### src/rtl/timer_irq.sv
// rtl/timer_irq.sv - memory-mapped countdown timer raising IRQ on expiry
// Four-state engine (IDLE/LOAD/CNT/INT); one-shot level IRQ or auto-reload one-cycle pulse.
module timer_irq (
    input  logic        clk,
    input  logic        reset,
    input  logic [31:0] Addr,
    input  logic        WE,
    input  logic [31:0] Din,
    output logic [31:0] Dout,
    output logic        IRQ
);

    typedef enum logic [1:0] {
        ST_IDLE = 2'd0,
        ST_LOAD = 2'd1,
        ST_CNT  = 2'd2,
        ST_INT  = 2'd3
    } state_t;

    state_t      state_q, state_d;
    logic [3:0]  ctrl_q, ctrl_d;
    logic [31:0] preset_q, preset_d;
    logic [31:0] count_q, count_d;
    logic        irq_flag_q, irq_flag_d;

    logic        wr_ctrl;
    logic        wr_preset;
    logic        unused_addr_bits;

    assign wr_ctrl          = WE && (Addr[3:2] == 2'd0);
    assign wr_preset        = WE && (Addr[3:2] == 2'd1);
    assign unused_addr_bits = ^{Addr[31:4], Addr[1:0]};

    always_ff @(posedge clk) begin
        if (reset) begin
            state_q    <= ST_IDLE;
            ctrl_q     <= 4'd0;
            preset_q   <= 32'd0;
            count_q    <= 32'd0;
            irq_flag_q <= 1'b0;
        end else begin
            state_q    <= state_d;
            ctrl_q     <= ctrl_d;
            preset_q   <= preset_d;
            count_q    <= count_d;
            irq_flag_q <= irq_flag_d;
        end
    end

    // Bus clear is applied before the engine so an expiry in the same cycle still sets the flag.
    always_comb begin
        state_d    = state_q;
        ctrl_d     = ctrl_q;
        preset_d   = preset_q;
        count_d    = count_q;
        irq_flag_d = irq_flag_q;

        if (wr_ctrl || wr_preset) begin
            irq_flag_d = 1'b0;
        end

        case (state_q)
            ST_IDLE: begin
                if (ctrl_q[0]) begin
                    state_d = ST_LOAD;
                end
            end
            ST_LOAD: begin
                count_d    = preset_q;
                irq_flag_d = 1'b0;
                state_d    = ST_CNT;
            end
            ST_CNT: begin
                if (!ctrl_q[0]) begin
                    state_d = ST_IDLE;
                end else if (count_q > 32'd1) begin
                    count_d = count_q - 32'd1;
                end else begin
                    count_d    = 32'd0;
                    irq_flag_d = 1'b1;
                    state_d    = ST_INT;
                end
            end
            ST_INT: begin
                if (ctrl_q[2:1] == 2'd1) begin
                    irq_flag_d = 1'b0;
                    state_d    = ST_LOAD;
                end else begin
                    ctrl_d[0] = 1'b0;
                    state_d   = ST_IDLE;
                end
            end
            default: state_d = ST_IDLE;
        endcase

        // Software CTRL write overrides the hardware EN clear on expiry.
        if (wr_ctrl) begin
            ctrl_d = Din[3:0];
        end
        if (wr_preset) begin
            preset_d = Din;
        end
    end

    always_comb begin
        Dout = 32'd0;
        case (Addr[3:2])
            2'd0:    Dout = {28'd0, ctrl_q};
            2'd1:    Dout = preset_q;
            2'd2:    Dout = count_q;
            default: Dout = 32'd0;
        endcase
    end

    assign IRQ = irq_flag_q & ctrl_q[3];

endmodule
### config.mk
export PLATFORM = sky130hd
export DESIGN_NAME = timer_irq
export DESIGN_NICKNAME = d
export VERILOG_FILES = /design/src/rtl/timer_irq.sv
export SDC_FILE = /design/constraint.sdc
export NUM_CORES = 1
export LEC_CHECK = 0
export BUFFER_PORTS_ARGS = -buffer_cell sky130_fd_sc_hd__buf_4
export CORE_MARGIN = 5
export CORE_UTILIZATION = 54
export CTS_CLUSTER_SIZE = 28
export DETAILED_ROUTE_END_ITERATION = 7
export GPL_TIMING_DRIVEN = 0
export HOLD_SLACK_MARGIN = 0.06
export PLACE_DENSITY = 0.8
export SLEW_MARGIN = 20
export SYNTH_ARGS = -nofsm -noshare
export SYNTH_HDL_FRONTEND = slang
export SYNTH_SLANG_ARGS = --single-unit
### constraint.sdc
create_clock -name clk -period 2.8 [get_ports clk]
set_input_delay 0.56 -clock clk [delete_from_list [all_inputs] [get_ports clk]]
set_output_delay 0.56 -clock clk [all_outputs]
set_load 0.02 [all_outputs]
== Word-level counts from Yosys, hierarchy flattened ==
Index checks and enable logic that the tools add are counted.
Operators by class
  shift-type cells: 0
  $mul: 0
  mux-type cells: 17
  div/mod/pow operators: 0
  reduce and logical (&&, ||, !) cells: 10
  eq/ne operators: 10
  $add $sub $neg: 1
  $lt $le $gt $ge: 1
  bitwise logic cells: 1
Operator list (number)
  one-hot mux 32 bit (3 select lines): 1
  2-to-1 mux 32 bit: 2
  one-hot mux 32 bit (2 select lines): 1
  > comparator 32 x 1 -> 1 bit (second input constant): 1
  subtractor 32 x 1 -> 32 bit (second input constant): 1
  2-to-1 mux 1 bit: 8
  one-hot mux 2 bit (4 select lines): 1
  == test 2 x 1 -> 1 bit (second input constant): 3
  == test 2 bit (second input constant): 3
  2-to-1 mux 2 bit: 3
  != test 2 bit (second input constant): 3
  AND reduction 2 bit: 3
  zero test 2 bit: 2
  nonzero test 2 bit: 2
  != test 3 bit (second input constant): 1
  one-hot mux 1 bit (3 select lines): 1
  logical AND 1 bit: 2
  AND 1 bit: 1
  logical OR 1 bit: 1
Word-level totals
  bits in writable memories: 0
  bits in registers: 71
  bits in latches: 0
  memories: 0
  bits of input ports: 67
  output and inout port bits: 33
  word-level logic and storage cells: 46
  ROM bits: 0

== Logic depth before layout (Yosys ltp) ==
  word-level depth: 7
  mapped depth: 9
  depth with buffers taken out: 7

== Least setup slack after synthesis ==
No wires, ideal clock.
  path kind: input port to output port
  start: in Addr[2]
  end: out Dout[10]
  stages: 5
  data required time: 2.240 ns
  arrival time: 1.914 ns
  path slack: 0.326 ns
  path buffers: 3
  cell sequence: clkbuf_1 -> nor2b_1 -> clkbuf_1 -> clkbuf_1 -> a22o_1
On the way
  longest elaborated chain between the ends: 2
  elaborated cells between the ends (all ways): 4
  those cells by class: eq/ne: 2; mux: 1; reduce/logical: 1
RTL lines
  start: declaration: line 6  | input logic [31:0] Addr,
  == test 2 bit (tied with other cells): line 107  | case (Addr[3:2])
  one-hot mux 32 bit (3 select lines) (*): line 107
  end: declaration: line 9  | output logic [31:0] Dout,
Every way passes the cells marked *; elsewhere a longest branch is shown, timed or not.

== Final worst setup path ==
  start: in Addr[2]
  end: out Dout[11]
The elaborated chain is that of the path after synthesis.

==> metrics.md <==
| Metric | Value |
|---|---|
| Status | finished, final reports clean |
| Final period utilization | 96.76% |
| HPWL Detailed | 10400 um |
| Row count | 31 |
| Sequential area share after synthesis | 34.95% |
| Final hold violation count | 0 |
| ANT nets after route | 0 |
| Clk_skew | 14.26 ps |
| Initial core utilization | 55.77% |
| WL per Instance | 20.28 um |
| Cell family with most CP delay | buffers and inverters |
| Most frequent CP cell | clkbuf_1 |
| DIE WIDTH | 96.78 um |
| Post-synthesis register bit count | 71 |
| Dominant cells by area after synthesis | dfxtp_1 (35%), nand2_1 (9.1%), a21oi_1 (7.6%), a22o_1 (6.5%), o21ai_0 (4.7%) |
| R2R depth | 6 |
| Filler cells | 681 |
| # diodes | 0 |
| Max H-tree Level | 3 |
| Area grow syn2layout | 21.14% |
| Yosys cell types | 58 |
| RSZ-0062 raised after global routing | false |
| Clock power frac | 37.0% |
| Die footprint | 9365 um2 |
| PwrDens | 481.3 nW/um2 |
| Buffers on Ports | 68 |
| Critical path, cell by cell | clkbuf_1 -> nor2b_1 -> clkbuf_1 -> clkbuf_1 -> a22o_1 -> buf_4 |
| Max Fclk | 369.1 MHz |
| Initial antenna violation count | 0 |
| CTS tree | built |
| Buffers & Inverters on Critical Path | 4 |
| Post-synth top area share | 34.95% |
| Minimum clock period | 2709 ps |
| Critical Path AT | 2150 ps |
| Vert. Die Dim | 96.78 um |
| Total GRT Usage | 30.49% |
| Synthesis Warnings | 0 |
| Critical path type | in2out |
| Largest net degree at the start of global routing | 14 |
| Sw Share | 31.05% |
| Post-synth EDFFs | 0 |
| Worst-Margin Slew | 1219 ps |
| WP depth | 6 |
| Max-slew violations | 0 |
| Top Ports | 100 |
| Commonest non-fill, non-tap cell in the layout | nand2_1 |
| Post-route setup slack | 90.67 ps |
| Core Region | 7292 um2 |
| Pre-antenna DRT Iters | 5 |
| Synth Instances | 544 |
| Lkg Pwr | 1.908 nW |
| Initial DRC Count | 579 |
| Most frequent cells in the layout | nand2_1 (99), dfxtp_1 (71), buf_4 (68) |
| TritonCTS Buffers | 9 |
| Sequential power share | 45.2% |
| WHS | 442.5 ps |
| Worst-case clock buffer depth | 2 |
| Pre-CTS setup slack | -397.0 ps |
| Share of layout cells above drive strength 1 | 16.40% |
| Number of global-route vias before repair | 4437 |
| Int Pwr | 1.635 mW |
| Final setup fails | 0 |
| CTS Sinks | 71 |
| Cell taking the most area after synthesis | dfxtp_1 |
| Switching pwr | 0.7361 mW |
| Routed WL | 14750 um |
| Mapped cell area | 4066 um2 |
| Worst path required time | 2240 ps |
| Max_slew headroom | 18.04% |
| Maximum vdd drop | 0.3841 mV |
| Final core occ | 67.55% |
| CP max FO | 10 |
| Gr ovfl total | 0 |
| GP Congestion | 0.9603 |
| Synth Flop Type | dfxtp_1 |
| Root Driver | clkbuf_8 |
| Logic pwr share | 17.8% |
| Syn Nets | 613 |
| Clock transition at path regs | 80 ps |
| Slowest cell on the critical path | clkbuf_1 |
| Insertion delay to the later sink of the worst-skew pair | 360 ps |
| Crit. End Element | output port |
| Worst min path class | in2reg |
| Syn Area/Cell | 7.475 um2 |
| Setup crit start kind | input port |
| Global-route wire length before repair | 23180 um |
| Post-CTS setup buffer count | 0 |
| DRC | 0 |
| Hold depth | 3 |
| Maxcap violations | 0 |
| Worst path max stage delay | 600 ps |
| Post-layout nets | 692 |
| Via count | 4704 |
| Vias per inst | 6.470 |
| FFs w/ async S/R, synth | 0% |
## cell usage after synthesis, types with 5 or more instances
| master | count |
|---|---|
| nand2_1 | 99 |
| dfxtp_1 | 71 |
| a21oi_1 | 62 |
| clkbuf_1 | 44 |
| o21ai_0 | 38 |
| nor2_1 | 32 |
| a22o_1 | 30 |
| a211oi_1 | 19 |
| nor3_1 | 18 |
| nand3_1 | 11 |
| nor4_1 | 10 |
| inv_1 | 8 |
| mux2i_1 | 8 |
| nand4_1 | 8 |
| o31ai_1 | 6 |
| or3_1 | 6 |
| and2_1 | 5 |
| nand2b_1 | 5 |
## per-stage QoR
| step | total power, mW | instances | TNS [ps] | cell area (um2) |
|---|---|---|---|---|
| 6_report | 2.371 | 727 | 0 | 4926 |
| 5_1_grt | 2.435 | 727 | 0 | 4926 |
| 4_1_cts | 2.344 | 727 | 0 | 4911 |
| 3_5_place_dp | 1.497 | 711 | -7262 | 4701 |
| 3_3_place_gp | 1.490 | 711 | -5870 | 4701 |
| 2_1_floorplan | 1.344 | 544 | 0 | 4066 |
## routing by layer
| layer | vias to the layer above | part of all wire, % | GRT usage, % |
|---|---|---|---|
| li1 | 2149 | - | - |
| met1 | 2194 | 40 | 40.69 |
| met2 | 309 | 46 | 47.72 |
| met3 | 52 | 11 | 6.187 |
| met4 | 0 | 3.1 | 13.07 |
| met5 | - | 0 | 0 |
## final cells by class
class	count	area, um2	share of cell area (%)
timing repair buffer	68	510.5	10.36
multi-input combinational	419	2447	49.68
clock buffer	10	137.6	2.794
sequential	71	1421	28.85
inverter	8	30.03	0.6096
clock inverter	6	68.82	1.397
buffer	46	186.4	3.785
tap	99	123.9	2.515
## power by group through the flow
stage / registers [mW] / logic [mW] / clock network (mW)
6_report: 1.07 / 0.423 / 0.877
5_1_grt: 1.07 / 0.451 / 0.911
3_5_place_dp: 1.09 / 0.405 / 0
2_1_floorplan: 1.08 / 0.263 / 0
4_1_cts: 1.07 / 0.409 / 0.866
3_3_place_gp: 1.09 / 0.398 / 0
## worst paths after layout
kind	startpoint	to	slack, ps
worst max-delay path	Addr[2]	Dout[11]	90
worst max register to register	count_q[6]	count_q[14]	110
worst min register to register	preset_q[15]	preset_q[15]	480
worst min-delay path	Din[16]	preset_q[16]	440
## worst reg2reg max path: stages (launching register included)
cell and delay (ps):
dfxtp_1 310, clkbuf_1 200, nor4_2 490, nand4_1 400
o31ai_2 760, a21oi_1 130, o221a_2 290
## sequential cells by signal, indices dropped and copies added (netlist names)
signal,count
preset_q,32
irq_flag_q,1
state_q,2
ctrl_q,4
count_q,32
## what timing repair did
item                       4_1_cts  5_1_grt
gates cloned                     0        0
hold buffers                     0        0
setup endpoints to repair       20       31
resized for setup                3       12
## cells by family (layout without fill, tap and decap cells)
kind of cell,count (synthesis),after routing,synth area share (%)
simple gates,221,221,26.98
compound gates,185,185,29.82
flops,71,71,34.95
buf+inv,54,138,5.015
mux,8,8,1.969
xor+xnor,3,3,0.6463
fa+ha+maj,2,2,0.6153
Power figures use the tool's default switching activity.
